**config.mk**
```make
export PLATFORM = sky130hd
export DESIGN_NAME = mux_nway_rr_flat
export DESIGN_NICKNAME = d
export VERILOG_FILES = /design/src/rtl/mux_nway_rr_if.sv /design/src/rtl/mux_nway_rr.sv /design/src/flat_wrapper.sv
export SDC_FILE = /design/constraint.sdc
export NUM_CORES = 1
export LEC_CHECK = 0
export ABC_AREA = 1
export BUFFER_PORTS_ARGS = -buffer_cell sky130_fd_sc_hd__buf_2
export CAP_MARGIN = 20
export CELL_PAD_IN_SITES_DETAIL_PLACEMENT = 0
export CELL_PAD_IN_SITES_GLOBAL_PLACEMENT = 1
export CORE_MARGIN = 2
export CORE_UTILIZATION = 29
export DETAILED_ROUTE_END_ITERATION = 12
export PLACE_DENSITY_LB_ADDON = 0.15
export SETUP_SLACK_MARGIN = 0.05
export SYNTH_ARGS = -nofsm -noshare
export SYNTH_HDL_FRONTEND = slang
export SYNTH_SLANG_ARGS = --single-unit
```
**constraint.sdc**
```tcl
create_clock -name clk -period 4.2 [get_ports clk]
set_clock_uncertainty 0.05 [all_clocks]
set_input_delay 0.63 -clock clk [delete_from_list [all_inputs] [get_ports clk]]
set_output_delay 0.63 -clock clk [all_outputs]
set_load 0.02 [all_outputs]
```
**src/rtl/mux_nway_rr_if.sv**
```systemverilog
// Channel-select bus: WAYS valid/ready input channels, select controls and one
// valid/ready output channel.
interface mux_nway_rr_if #(
  parameter int WIDTH = 16,
  parameter int WAYS  = 8,
  parameter int SEL_W = 3
);
  logic [WAYS*WIDTH-1:0] in_data;
  logic [WAYS-1:0]       in_valid;
  logic [WAYS-1:0]       in_ready;
  logic                  mode;
  logic [SEL_W-1:0]      sel;
  logic [WIDTH-1:0]      out_data;
  logic                  out_valid;
  logic                  out_ready;
  logic [SEL_W-1:0]      out_chan;

  modport master (
    output in_data, in_valid, mode, sel, out_ready,
    input  in_ready, out_data, out_valid, out_chan
  );

  modport slave (
    input  in_data, in_valid, mode, sel, out_ready,
    output in_ready, out_data, out_valid, out_chan
  );
endinterface

```
**src/rtl/mux_nway_rr.sv**
```systemverilog
// WAYS-to-1 registered channel select, fixed-select or round-robin arbitration,
// valid/ready on every channel with a single output register stage.
module mux_nway_rr #(
  parameter int WIDTH = 16,
  parameter int WAYS  = 8,
  parameter int SEL_W = 3
) (
  input logic          clk,
  input logic          reset,
  mux_nway_rr_if.slave bus
);

  logic [WAYS-1:0][WIDTH-1:0] chan;
  logic [SEL_W-1:0]           ptr, gidx, idx;
  logic                       gvld, load;
  logic [WAYS-1:0]            rdy;
  logic [WIDTH-1:0]           data_q;
  logic [SEL_W-1:0]           chan_q;
  logic                       vld_q;

  assign chan = bus.in_data;
  assign load = !vld_q || bus.out_ready;

  // RR search starts one past the last granted channel and wraps mod WAYS.
  always_comb begin
    gvld = 1'b0;
    gidx = '0;
    idx  = '0;
    if (bus.mode) begin
      for (int i = 0; i < WAYS; i++) begin
        idx = SEL_W'((int'(ptr) + 1 + i) % WAYS);
        if (!gvld && bus.in_valid[idx]) begin
          gvld = 1'b1;
          gidx = idx;
        end
      end
    end else if (int'(bus.sel) < WAYS) begin
      gvld = bus.in_valid[bus.sel];
      gidx = bus.sel;
    end
  end

  always_comb begin
    rdy = '0;
    if (!reset && load && gvld) rdy[gidx] = 1'b1;
  end

  assign bus.in_ready  = rdy;
  assign bus.out_data  = data_q;
  assign bus.out_chan  = chan_q;
  assign bus.out_valid = vld_q;

  // A grant under load is exactly the in_valid && in_ready transfer condition.
  always_ff @(posedge clk or posedge reset) begin
    if (reset) begin
      vld_q  <= 1'b0;
      data_q <= '0;
      chan_q <= '0;
      ptr    <= SEL_W'(WAYS - 1);
    end else if (load) begin
      if (gvld) begin
        vld_q  <= 1'b1;
        data_q <= chan[gidx];
        chan_q <= gidx;
        if (bus.mode) ptr <= gidx;
      end else begin
        vld_q <= 1'b0;
      end
    end
  end

endmodule

```
**src/flat_wrapper.sv**
```systemverilog
// flat-port wrapper written by rule: the top's interface ports become plain ports
module mux_nway_rr_flat 
#(
  parameter int WIDTH = 16,
  parameter int WAYS  = 8,
  parameter int SEL_W = 3
)
  (clk, reset, bus_in_data, bus_in_valid, bus_mode, bus_sel, bus_out_ready, bus_in_ready, bus_out_data, bus_out_valid, bus_out_chan);
  mux_nway_rr_if #(.WIDTH(WIDTH), .WAYS(WAYS), .SEL_W(SEL_W)) bus_i ();
  input logic clk;
  input logic reset;
  input wire logic [$bits(bus_i.in_data)-1:0] bus_in_data;
  input wire logic [$bits(bus_i.in_valid)-1:0] bus_in_valid;
  input wire logic [$bits(bus_i.mode)-1:0] bus_mode;
  input wire logic [$bits(bus_i.sel)-1:0] bus_sel;
  input wire logic [$bits(bus_i.out_ready)-1:0] bus_out_ready;
  output wire logic [$bits(bus_i.in_ready)-1:0] bus_in_ready;
  output wire logic [$bits(bus_i.out_data)-1:0] bus_out_data;
  output wire logic [$bits(bus_i.out_valid)-1:0] bus_out_valid;
  output wire logic [$bits(bus_i.out_chan)-1:0] bus_out_chan;
  assign bus_i.in_data = bus_in_data;
  assign bus_i.in_valid = bus_in_valid;
  assign bus_i.mode = bus_mode;
  assign bus_i.sel = bus_sel;
  assign bus_i.out_ready = bus_out_ready;
  assign bus_in_ready = bus_i.in_ready;
  assign bus_out_data = bus_i.out_data;
  assign bus_out_valid = bus_i.out_valid;
  assign bus_out_chan = bus_i.out_chan;
  mux_nway_rr #(.WIDTH(WIDTH), .WAYS(WAYS), .SEL_W(SEL_W)) u_core (.clk(clk), .reset(reset), .bus(bus_i));
endmodule
```
== After elaboration in Yosys (flattened, before gate mapping) ==
Cells that the tools add are included.

* Add/sub/neg operators: 8
* Order comparisons: 11
* Mux-type cells: 49
* Reductions and logical operators: 22

{| class="wikitable"
|+ Operator list
! kind !! count
|-
| 16-bit binary-select mux with 3-bit select || 1
|-
| 3-bit by 4-bit < comparator with 1-bit output, second input constant || 10
|-
| 1-bit binary-select mux with 3-bit select || 9
|-
| 1-bit two-way mux || 27
|-
| 3-bit two-way mux || 9
|-
| 16-bit two-way mux || 1
|-
| 3-bit adder, second input constant || 4
|-
| 1-bit logical AND || 10
|-
| 1-bit zero test || 9
|-
| 8-bit two-way mux || 1
|-
| 3-bit by 1-bit adder with 3-bit output, second input constant || 2
|-
| 3-bit by 2-bit adder with 3-bit output, second input constant || 2
|-
| 1-bit demux with 3-bit select || 1
|-
| 3-bit by 1-bit >= comparator with 1-bit output, second input constant || 1
|-
| 3-bit AND reduction || 1
|-
| 2-bit AND reduction || 1
|-
| 1-bit logical OR || 1
|}

* Flip-flop bits (word level): 23
* Input port bits: 143
* Logic and storage cells: 94

== Logic depth before layout (Yosys ltp) ==
Gate-level depths: netlist of the first run.

* Depth after elaboration: 38
* Depth in mapped cells: 27
* Gate-level depth less buffers: 24

== Worst setup path before layout of the first run ==
No wires, ideal clock.

* Path type: reg-to-output
* Start point: register u_core.ptr[0]
* End point: output port bus_in_ready[6]
* Arrival time: 3.168 ns
* Path slack: 0.352 ns
* Stages on the path, launching flop included: 22
* Path buffers: 4
* Cells stage by stage: dfstp_2 buf_6 inv_4 buf_6 ha_1 buf_4 nand2_1 nand2_1 nand2_1 nand2_1 nand2_1 nand2_2 nor2_4 nand4_2 nor2_4 nand2_1 o21ai_2 o21bai_2 nor2_4 buf_4 inv_1 nor2_1

* Cells in the longest elaborated chain, start to end: 38

{| class="wikitable"
|+ Ends and longest elaborated chain
! item !! line !! text
|-
| from (decl) || mux_nway_rr.sv:14 || <nowiki>logic [SEL_W-1:0] ptr, gidx, idx;</nowiki>
|-
| from (signal assigned) || mux_nway_rr.sv:59 || <nowiki>ptr <= SEL_W'(WAYS - 1);</nowiki>
|-
| from (signal assigned) || mux_nway_rr.sv:65 || <nowiki>if (bus.mode) ptr <= gidx;</nowiki>
|-
| 3-bit by 1-bit adder with 3-bit output (*) || mux_nway_rr.sv:31 || <nowiki>idx = SEL_W'((int'(ptr) + 1 + i) % WAYS);</nowiki>
|-
| branches (longest 36 deep; another with 3-bit by 2-bit adder with 3-bit output) || n/a ||
|-
| 8-bit two-way mux (*) || mux_nway_rr.sv:45 || <nowiki>if (!reset && load && gvld) rdy[gidx] = 1'b1;</nowiki>
|-
| to (decl) || flat_wrapper.sv:17 || <nowiki>output wire logic [$bits(bus_i.in_ready)-1:0] bus_in_ready;</nowiki>
|}

Mark *: on every way between the ends. The select of a mux whose other input is x is not followed.

== Worst setup path after layout of the first run ==
* Start point: register u_core.ptr[0]
* End point: output port bus_in_ready[7]

Same word-level chain as after synthesis.

==> results of run 1 <==
[worst max-delay path: stages (launching register included)]
cell      delay (ns)
dfstp_2         0.56
inv_4           0.09
ha_4            0.31
inv_2           0.09
nand2_1         0.12
nand2_4         0.10
nand2_1         0.07
nand2_1         0.09
nand2_2         0.09
nand2_2         0.08
nor2_4          0.12
nand4_4         0.11
nor2_4          0.17
nand2_1         0.13
o21ai_2         0.18
o21bai_2        0.17
nor2_4          0.15
inv_1           0.07
nor2_1          0.12
buf_4           0.15
[flip-flops by register name, indices dropped and copies added, names as in the netlist]
name                  flops
u_core.bus.out_data      16
u_core.bus.out_chan       3
u_core.ptr                3
u_core.bus.out_valid      1
[final timing paths]
| path | startpoint | endpoint | slack (ns) |
|---|---|---|---|
| setup / recovery | u_core.ptr[0]$_DFFE_PP1P_ | bus_in_ready[7] | 0.29 |
| hold / removal | reset | u_core.bus.out_data[14]$_DFFE_PP0P_ | 0.37 |
| setup reg to reg | u_core.ptr[0]$_DFFE_PP1P_ | u_core.bus.out_data[2]$_DFFE_PP0P_ | 0.73 |
| hold reg to reg | u_core.bus.out_chan[1]$_DFFE_PP0P_ | u_core.bus.out_chan[1]$_DFFE_PP0P_ | 0.43 |
| max in group asynchronous | reset | u_core.ptr[1]$_DFFE_PP1P_ | 3.43 |
| min in group clk | u_core.bus.out_chan[1]$_DFFE_PP0P_ | u_core.bus.out_chan[1]$_DFFE_PP0P_ | 0.43 |
[cell families after synthesis]
family          Yosys count  synth area share [%]
simple gates            519                 66.24
buf+inv                  81                 11.68
compound gates           24                 4.276
flops                    23                 17.07
fa+ha+maj                 2                0.7371
[layer usage]
metal	routed length, um	GRT usage (%)	vias up	share of wire, %
met1	5601	26.86	1901	44
met3	763	2.862	12	6.0
met4	232	4.634	0	1.8
met2	6100	33.49	150	48
met5	0	0	-	0
li1	-	-	2323	-
[final cells by class]
type                            count  area share, %
Tap cell                          143          4.006
Inverter                           49          4.174
Sequential cell                    23          12.97
Timing Repair Buffer              184          21.65
Clock buffer                        4          1.765
Multi-Input combinational cell    545          55.43
[cells in the final DEF, fill, tap and decap left out]
| cell | netlist | layout |
|---|---|---|
| dfstp_2 | 3 | 3 |
| nor3_1 | 2 | 2 |
| nor2_2 | 1 | 2 |
| nand3_1 | 92 | 92 |
| clkinv_1 | 1 | 1 |
| nand4_1 | 5 | 5 |
| nand2_1 | 326 | 323 |
| nand2_8 | 0 | 1 |
| o21ai_1 | 2 | 2 |
| o21ai_0 | 11 | 11 |
| nor2_1 | 52 | 51 |
| a21oi_1 | 4 | 4 |
| dfrtp_1 | 20 | 20 |
| inv_4 | 1 | 1 |
| buf_6 | 6 | 1 |
| clkbuf_16 | 0 | 3 |
| ha_1 | 2 | 1 |
| o21bai_1 | 1 | 1 |
| nor2_4 | 7 | 7 |
| o211ai_1 | 2 | 2 |
| ha_4 | 0 | 1 |
| or2_2 | 17 | 17 |
| o2111ai_1 | 1 | 1 |
| nand2_2 | 13 | 14 |
| nand3_4 | 0 | 1 |
| buf_4 | 10 | 16 |
| buf_2 | 6 | 167 |
| inv_2 | 5 | 5 |
| nand2_4 | 1 | 2 |
| o21bai_2 | 1 | 1 |
| a21oi_2 | 1 | 1 |
| nand4_4 | 1 | 2 |
| inv_1 | 42 | 42 |
| clkbuf_1 | 9 | 1 |
| o21ai_2 | 1 | 1 |
[timing repair]
action                     in CTS  in global routing
hold buffers                    0                  0
setup buffers                   0                  3
resized for setup               2                 12
pin swaps                       0                  3
setup endpoints to repair       8                  8
[per-stage QoR]
step	instances	hold slack [ns]	worst slack (ns)	power (mW)
floorplan	649	0.4301	0.3523	3.101
global placement	941	0.4153	0.2200	3.895
detailed placement	941	0.4224	0.1417	3.902
CTS	945	0.3774	0.1108	4.144
global route	948	0.4200	0.03219	4.745
finish	948	0.3695	0.2877	4.212
[report_power, final]
group          internal [mW]  switching, mW  total [mW]  leakage, nW
clock                  0.129         0.0734       0.203       0.0382
sequential             0.347         0.0778       0.425        0.259
combinational           1.15           2.43        3.58         2.39
total                   1.63           2.58        4.21         2.69
==> impl_results.md, run 1 <==
* Status: complete, no violations
* Final Slew Violations at 0
* First-pass GRT wire length at 20660 um
* Relative slew slack at 32.73%
* Post-Route WL at 12700 um
* CTS tree: built
* GP Congestion at 0.8790
* # fillers at 1323
* Synth Cell Area at 3395 um^2
* Max-cap violation count at 0
* Dpl cell area at 4299 um^2
* Core area at 11420 um^2
* Crit path max fanout at 15
* Tcrit/Tclk final at 93.15%
* Synth Warn # at 0
* Largest net degree at the start of global routing at 50
* Detailed Routing Iterations Pass 1 at 4
* Die area at 12590 um^2
* Syn_nets at 794
* Die H at 112.2 um
* Post-synthesis sequential area ratio at 17.07%
* Final Util at 39.12%
* RSZ-0062 raised after global routing: no
* Max Root-Sink Buffers at 2
* Synth Register Bits at 23
* Vias in the first global route at 4162
* Layout Nets at 951
* CTS Sinks at 23
* Predominant post-synthesis flop cell: dfrtp_1
* Num rows at 39
* PD cells at 943.0 nW/um^2
* I/O pins at 171
* CP arrival at 3.23 ns
* Area leader, netlist: nand2_1
* FF-to-FF path depth at 23
* Slew at the pin closest to its max-slew limit at 1.009 ns
* Number of synthesized flops with an enable pin at 0
* Initial antenna violation count at 0
* Clk slew on worst S/H paths at 0.06 ns
* Die X at 112.2 um
* Commonest cells in the netlist: 326 x nand2_1, 92 x nand3_1, 52 x nor2_1
* Required @ worst endpoint at 3.52 ns
* Sequential cell area at 579.3 um^2
* Vias at 4386
* Total GRT Usage at 19.83%
* CTS root buffer: clkbuf_16
* Final setup vio count at 0
* IO Port Bufs at 170
* Final Critical Period at 3.912 ns
* Drc violations at 0
* Final ANT Viol Nets at 0
* DP HPWL at 10490 um
* Area of the multi-input gates at 2476 um^2
* 1st-iter DRT viols at 183
* Worst-Skew Late Latency at 0.25 ns
* Crit path launch type: flip-flop
* Final non-filler cell area at 4467 um^2
* Type of the tightest min-delay check: in -> async
* Setup CP Type: reg -> out
* Top cells by area, synth: nand2_1 36%, dfrtp_1 15%, nand3_1 14%, nor2_1 5.8%, inv_1 4.6%
* Synth top area share at 36.05%
* H-tree Lvls at 1
* Number of inserted diodes at 0
* Initial core utilization at 29.73%
* Wire per inst at 13.39 um
* Count of cell types in the netlist at 34
* Worst-case vdd ir drop at 0.3643 mV
* Vias per cell at 4.627
* Post-synth ARST share at 100.0%
* P_leak at 2.689 nW
* CTS buffer count at 3
* Grt ovf at 0
* Avg Inst Size Synth at 5.230 um^2
* Setup_tns at 0 ns
* P&R area growth vs syn at 31.59%
* Gate Count Post-Synth at 649
* Final hold violation count at 0
* Layout cells sized above 1 at 30.56%
* Critical Path End Type: output port
* Fmax achieved at 255.6 MHz
* Cell with the most instances after synthesis: nand2_1
(Power assumes the default switching activity.)
==> run 2: changes to the inputs <==
--- a/config.mk
+++ b/config.mk
@@ -11,7 +11,8 @@
 export CELL_PAD_IN_SITES_DETAIL_PLACEMENT = 0
 export CELL_PAD_IN_SITES_GLOBAL_PLACEMENT = 1
 export CORE_MARGIN = 2
-export CORE_UTILIZATION = 29
+export CORE_UTILIZATION = 30
+export CTS_BUF_LIST = sky130_fd_sc_hd__clkbuf_4 sky130_fd_sc_hd__clkbuf_8
 export DETAILED_ROUTE_END_ITERATION = 12
 export PLACE_DENSITY_LB_ADDON = 0.15
 export SETUP_SLACK_MARGIN = 0.05
==> impl_results.md, run 2 (synthesized netlist as in run 1, its figures left out) <==
* Core area at 10940 um^2
* Drc violations at 0
* Final Slew Violations at 0
* Worst-case vdd ir drop at 0.3966 mV
* RSZ-0062 raised after global routing: no
* Wire per inst at 13.33 um
* Final setup vio count at 0
* Die X at 110.4 um
* Required @ worst endpoint at 3.52 ns
* IO Port Bufs at 170
* Layout Nets at 952
* Total GRT Usage at 20.95%
* Clk slew on worst S/H paths at 0.08 ns
* Max-cap violation count at 0
* Critical Path End Type: output port
* 1st-iter DRT viols at 195
* First-pass GRT wire length at 20310 um
* Grt ovf at 0
* CTS buffer count at 3
* Power, Total at 4.148 mW
* Die area at 12180 um^2
* Fmax achieved at 255.9 MHz
* Largest net degree at the start of global routing at 50
* Layout cells sized above 1 at 30.89%
* P_leak at 2.680 nW
* Leading cell types in the layout, fill and taps excluded: 324 x nand2_1, 169 x buf_2, 91 x nand3_1
* Setup_tns at 0 ns
* Crit path launch type: flip-flop
* Max Root-Sink Buffers at 2
* CTS root buffer: clkbuf_8
* Clock power share at 3.3%
* Crit path max fanout at 15
* Hold_buf cts at 0
* CTS tree: built
* Relative slew slack at 39.33%
* Sequential share of power at 10.3%
* Reg2Reg Setup Slack at 0.74 ns
* P_sw at 2.573 mW
* Initial core utilization at 31.04%
* Switching Fraction at 62.02%
* P&R area growth vs syn at 30.41%
* Type of the tightest min-delay check: in -> async
* Post-Route WL at 12610 um
* Initial antenna violation count at 0
* Vias at 4320
* Final Critical Period at 3.907 ns
* Most common cell after layout, fill and taps aside: nand2_1
* Vias per cell at 4.567
* Tcrit/Tclk final at 93.03%
* Detailed Routing Iterations Pass 1 at 5
* I/O pins at 171
* DP HPWL at 10410 um
* Slew at the pin closest to its max-slew limit at 0.9101 ns
* Number of inserted diodes at 0
* Vias in the first global route at 4164
* Int Pwr at 1.576 mW
* Setup CP Type: reg -> out
* Status: complete, no violations
* PD cells at 937.0 nW/um^2
* Final hold violation count at 0
* CTS Sinks at 23
* Gate power share at 86.4%
* Die H at 110.4 um
* Num rows at 38
* Worst-Skew Late Latency at 0.26 ns
* Max reg flops at 16
* H-tree Lvls at 1
* Final ANT Viol Nets at 0
* GP Congestion at 0.8499
* CP arrival at 3.23 ns
==> run 2: final timing paths <==
kind / startpoint / to / cells past startpoint
worst max register to register: u_core.ptr[0]$_DFFE_PP1P_ / u_core.bus.out_data[0]$_DFFE_PP0P_ / 22
worst min-delay path: reset / u_core.bus.out_chan[1]$_DFFE_PP0P_ / 3
worst max-delay path: u_core.ptr[0]$_DFFE_PP1P_ / bus_in_ready[1] / 20
worst min register to register: u_core.bus.out_chan[2]$_DFFE_PP0P_ / u_core.bus.out_chan[2]$_DFFE_PP0P_ / 2
min in group clk: u_core.bus.out_chan[2]$_DFFE_PP0P_ / u_core.bus.out_chan[2]$_DFFE_PP0P_ / 2
max in group asynchronous: reset / u_core.ptr[2]$_DFFE_PP1P_ / 3
==> run 2: area by class of cell <==
| type | count | area, um^2 |
|---|---|---|
| Timing Repair Buffer | 185 | 969.7 |
| Fill cell | 1279 | 6509 |
| Clock inverter | 1 | 5.005 |
| Clock buffer | 3 | 41.29 |
| Inverter | 49 | 188.9 |
| Multi-Input combinational cell | 545 | 2467 |
| Sequential cell | 23 | 579.3 |
| Tap cell | 140 | 175.2 |
==> run 2: layer usage <==
metal  vias up  global-route usage, %  share of wire [%]
li1       2336                      -                  -
met4         0                  3.929                1.5
met1      1838                  28.03                 44
met2       134                  36.24                 49
met3        12                  2.763                5.9
met5         -                      0                  0
==> run 2: power groups by stage <==
stage,Sequential (mW),Combinational (mW),Clock (mW)
floorplan,0.521,2.58,0
finish,0.426,3.58,0.138
global placement,0.430,3.49,0
CTS,0.427,3.49,0.141
global route,0.443,4.06,0.154
detailed placement,0.430,3.48,0
==> run 2: worst max-delay path, cell delays in order, from the launching register on <==
cell and delay (ns):
dfstp_2 0.57, inv_4 0.09, ha_4 0.32, inv_4 0.07, nand2_1 0.10, nand2_4 0.10, nand2_1 0.07, nand2_1 0.08
nand2_1 0.11, nand2_2 0.09, nor2_4 0.12, nand4_4 0.11, nor2_4 0.18, nand2_1 0.11, o21ai_2 0.24, nor2_2 0.08
nor2_4 0.18, nor2_4 0.06, inv_1 0.08, nor2_1 0.05, buf_2 0.15
==> run 2: what timing repair did <==
item | in CTS | in global routing
gates resized for setup | 0 | 12
setup buffers | 0 | 3
setup endpoints to repair | 0 | 8
==> run 2: per-stage QoR <==
stage	worst slack [ns]	hold WS [ns]	cells	utilization, %	area (um^2)
CTS	0.05435	0.3623	943	39.77	4349
global placement	0.3482	0.4202	939	39.35	4303
floorplan	0.3523	0.4301	649	-	3395
finish	0.2926	0.3525	946	40.48	4427
global route	0.03970	0.3817	946	40.48	4427
detailed placement	0.3611	0.4214	939	39.35	4303
==> run 3: changes to the inputs <==
--- a/config.mk
+++ b/config.mk
@@ -11,7 +11,7 @@
 export CELL_PAD_IN_SITES_DETAIL_PLACEMENT = 0
 export CELL_PAD_IN_SITES_GLOBAL_PLACEMENT = 1
 export CORE_MARGIN = 2
-export CORE_UTILIZATION = 30
+export CORE_UTILIZATION = 27
 export CTS_BUF_LIST = sky130_fd_sc_hd__clkbuf_4 sky130_fd_sc_hd__clkbuf_8
 export DETAILED_ROUTE_END_ITERATION = 12
 export PLACE_DENSITY_LB_ADDON = 0.15
==> constraint.sdc (replaced) <==
create_clock -name clk -period 3.4 [get_ports clk]
set_clock_uncertainty 0.05 [all_clocks]
set_input_delay 0.51 -clock clk [delete_from_list [all_inputs] [get_ports clk]]
set_output_delay 0.51 -clock clk [all_outputs]
set_load 0.02 [all_outputs]
==> impl_results.md, run 3 (synthesized netlist as in run 1, its figures left out) <==
* Worst Hold Slack at 0.2973 ns
* Worst-case vdd ir drop at 0.5650 mV
* IO Port Bufs at 170
* Die area at 13490 um^2
* 1st-iter DRT viols at 191
* Num rows at 40
* PD cells at 1276 nW/um^2
* Largest net degree at the start of global routing at 49
* CTS tree: built
* GP Congestion at 0.8267
* DRT met1 WL at 6314 um
* Crit path max fanout at 4
* First-pass GRT wire length at 22080 um
* Non-Filler Instances at 998
* Met2 wire len at 7166 um
* Final setup vio count at 8
* Final Slew Violations at 0
* Layout Nets at 976
* P_sw at 3.942 mW
* H-tree Lvls at 1
* Final WS setup at -0.1561 ns
* Die H at 116.1 um
* Final ANT Viol Nets at 0
* Initial core utilization at 27.91%
* Type of the tightest min-delay check: in -> async
* Required @ worst endpoint at 2.84 ns
* Tcrit/Tclk final at 104.6%
* Initial antenna violation count at 0
* Highest routed layer: met4
* Crit path launch type: flip-flop
* CTS Sinks at 23
* Power, Total at 6.685 mW
* Most common cell after layout, fill and taps aside: nand2_1
* Vias per cell at 4.580
* RSZ-0062 raised after global routing: yes
* Max reg flops at 16
* Clock power share at 2.6%
* CTS root buffer: clkbuf_8
* CP arrival at 3.00 ns
* Drc violations at 0
* Final hold violation count at 0
* Grt ovf at 0
* Switching Fraction at 58.98%
* Gate power share at 89.3%
* Total GRT Usage at 20.71%
* Post-Route WL at 14420 um
* Int Pwr at 2.742 mW
* Leading cell types in the layout, fill and taps excluded: 292 x nand2_1, 162 x buf_2, 82 x nand3_1
* Hold_buf cts at 0
* Clk slew on worst S/H paths at 0.08 ns
* Vias at 4571
* I/O pins at 171
* Max Root-Sink Buffers at 2
* Die X at 116.1 um
* Slew at the pin closest to its max-slew limit at 0.6738 ns
* Final Critical Period at 3.556 ns
* Routed wl met3 at 624 um
* P_leak at 2.938 nW
* Worst-Skew Late Latency at 0.25 ns
* P&R area growth vs syn at 54.33%
* Number of inserted diodes at 0
* Violated checks: setup timing
* DP HPWL at 11620 um
* Detailed Routing Iterations Pass 1 at 4
* Setup CP Type: reg -> out
* Cells after DPL at 975
* Layout cells sized above 1 at 40.84%
* Critical Path End Type: output port
* Core area at 12160 um^2
* Vias in the first global route at 4505
* Max-cap violation count at 0
* Status: finished with violations
* Relative slew slack at 55.03%
* Sequential share of power at 8.0%
* Wire per inst at 14.45 um
* Fmax achieved at 281.2 MHz
* CTS buffer count at 3
[run 3: changes by cell type in the layout (fill, tap and decap cells not counted), moves of 11 or more]
cell | previous run | this run
nand2_1 | 324 | 292
nor2_1 | 50 | 31
nand2_2 | 14 | 28
nand2_4 | 2 | 16
buf_4 | 15 | 28
buf_6 | 1 | 12
[run 3: final timing paths]
path	to	cells after the start	slack, ns	start
min in group clk	u_core.bus.out_valid$_DFFE_PP0N_	2	0.43	bus_out_ready
min reg2reg	u_core.bus.out_chan[2]$_DFFE_PP0P_	2	0.46	u_core.bus.out_chan[2]$_DFFE_PP0P_
max in group asynchronous	u_core.bus.out_data[10]$_DFFE_PP0P_	3	2.40	reset
max	bus_in_ready[1]	19	-0.16	u_core.ptr[0]$_DFFE_PP1P_
min	u_core.bus.out_data[1]$_DFFE_PP0P_	2	0.30	reset
max reg2reg	u_core.bus.out_data[14]$_DFFE_PP0P_	23	0.11	u_core.ptr[0]$_DFFE_PP1P_
[run 3: power groups by stage]
stage	clock network (mW)	logic [mW]	registers [mW]
finish	0.176	5.97	0.536
global route	0.197	6.56	0.552
global placement	0	4.89	0.537
detailed placement	0	4.85	0.544
floorplan	0	3.54	0.647
CTS	0.184	5.43	0.540
[run 3: worst max-delay path: stages, from the launching register on]
cell and delay [ns]:
dfstp_2 0.58, inv_6 0.04, ha_4 0.31, buf_6 0.12, buf_16 0.11, nand3_1 0.08, nand2_1 0.11, nand2_2 0.07
nand2_4 0.11, nand4_4 0.11, nor2_4 0.13, nand4_1 0.14, o21ai_1 0.19, inv_1 0.07, nand2_2 0.08, nand2_4 0.07
nor2_4 0.13, inv_4 0.06, nor2_4 0.10, buf_6 0.12
[run 3: metal layers]
layer | up-vias | global-route usage (%)
met5 | - | 0
met4 | 0 | 5.159
met3 | 14 | 2.024
met2 | 138 | 36.92
met1 | 2044 | 26.95
li1 | 2375 | -
[run 3: repair_timing]
action,CTS,global route
buffers inserted,14,8
setup endpoints to repair,12,26
pin swaps,21,36
cloned,1,2
gates resized for setup,55,45
[run 3: area by class of cell]
class,instances,area [um^2]
flip-flops and latches,23,579.3
repair buffers,209,1314
fillers,1389,6923
clock buffers,4,48.80
well taps,168,210.2
multi-input cells,545,2880
inverters,49,206.4
[run 3: per-stage QoR]
step / util (%) / TNS, ns / instance area, um^2 / setup WS, ns
CTS: 40.91 / -1.028 / 4975 / -0.1401
floorplan: - / -0.2344 / 3602 / -0.03693
global route: 43.08 / -2.997 / 5239 / -0.3475
finish: 43.08 / -1.190 / 5239 / -0.1561
global placement: 37.90 / 0 / 4609 / 0.02307
detailed placement: 37.90 / 0 / 4609 / 0.002671
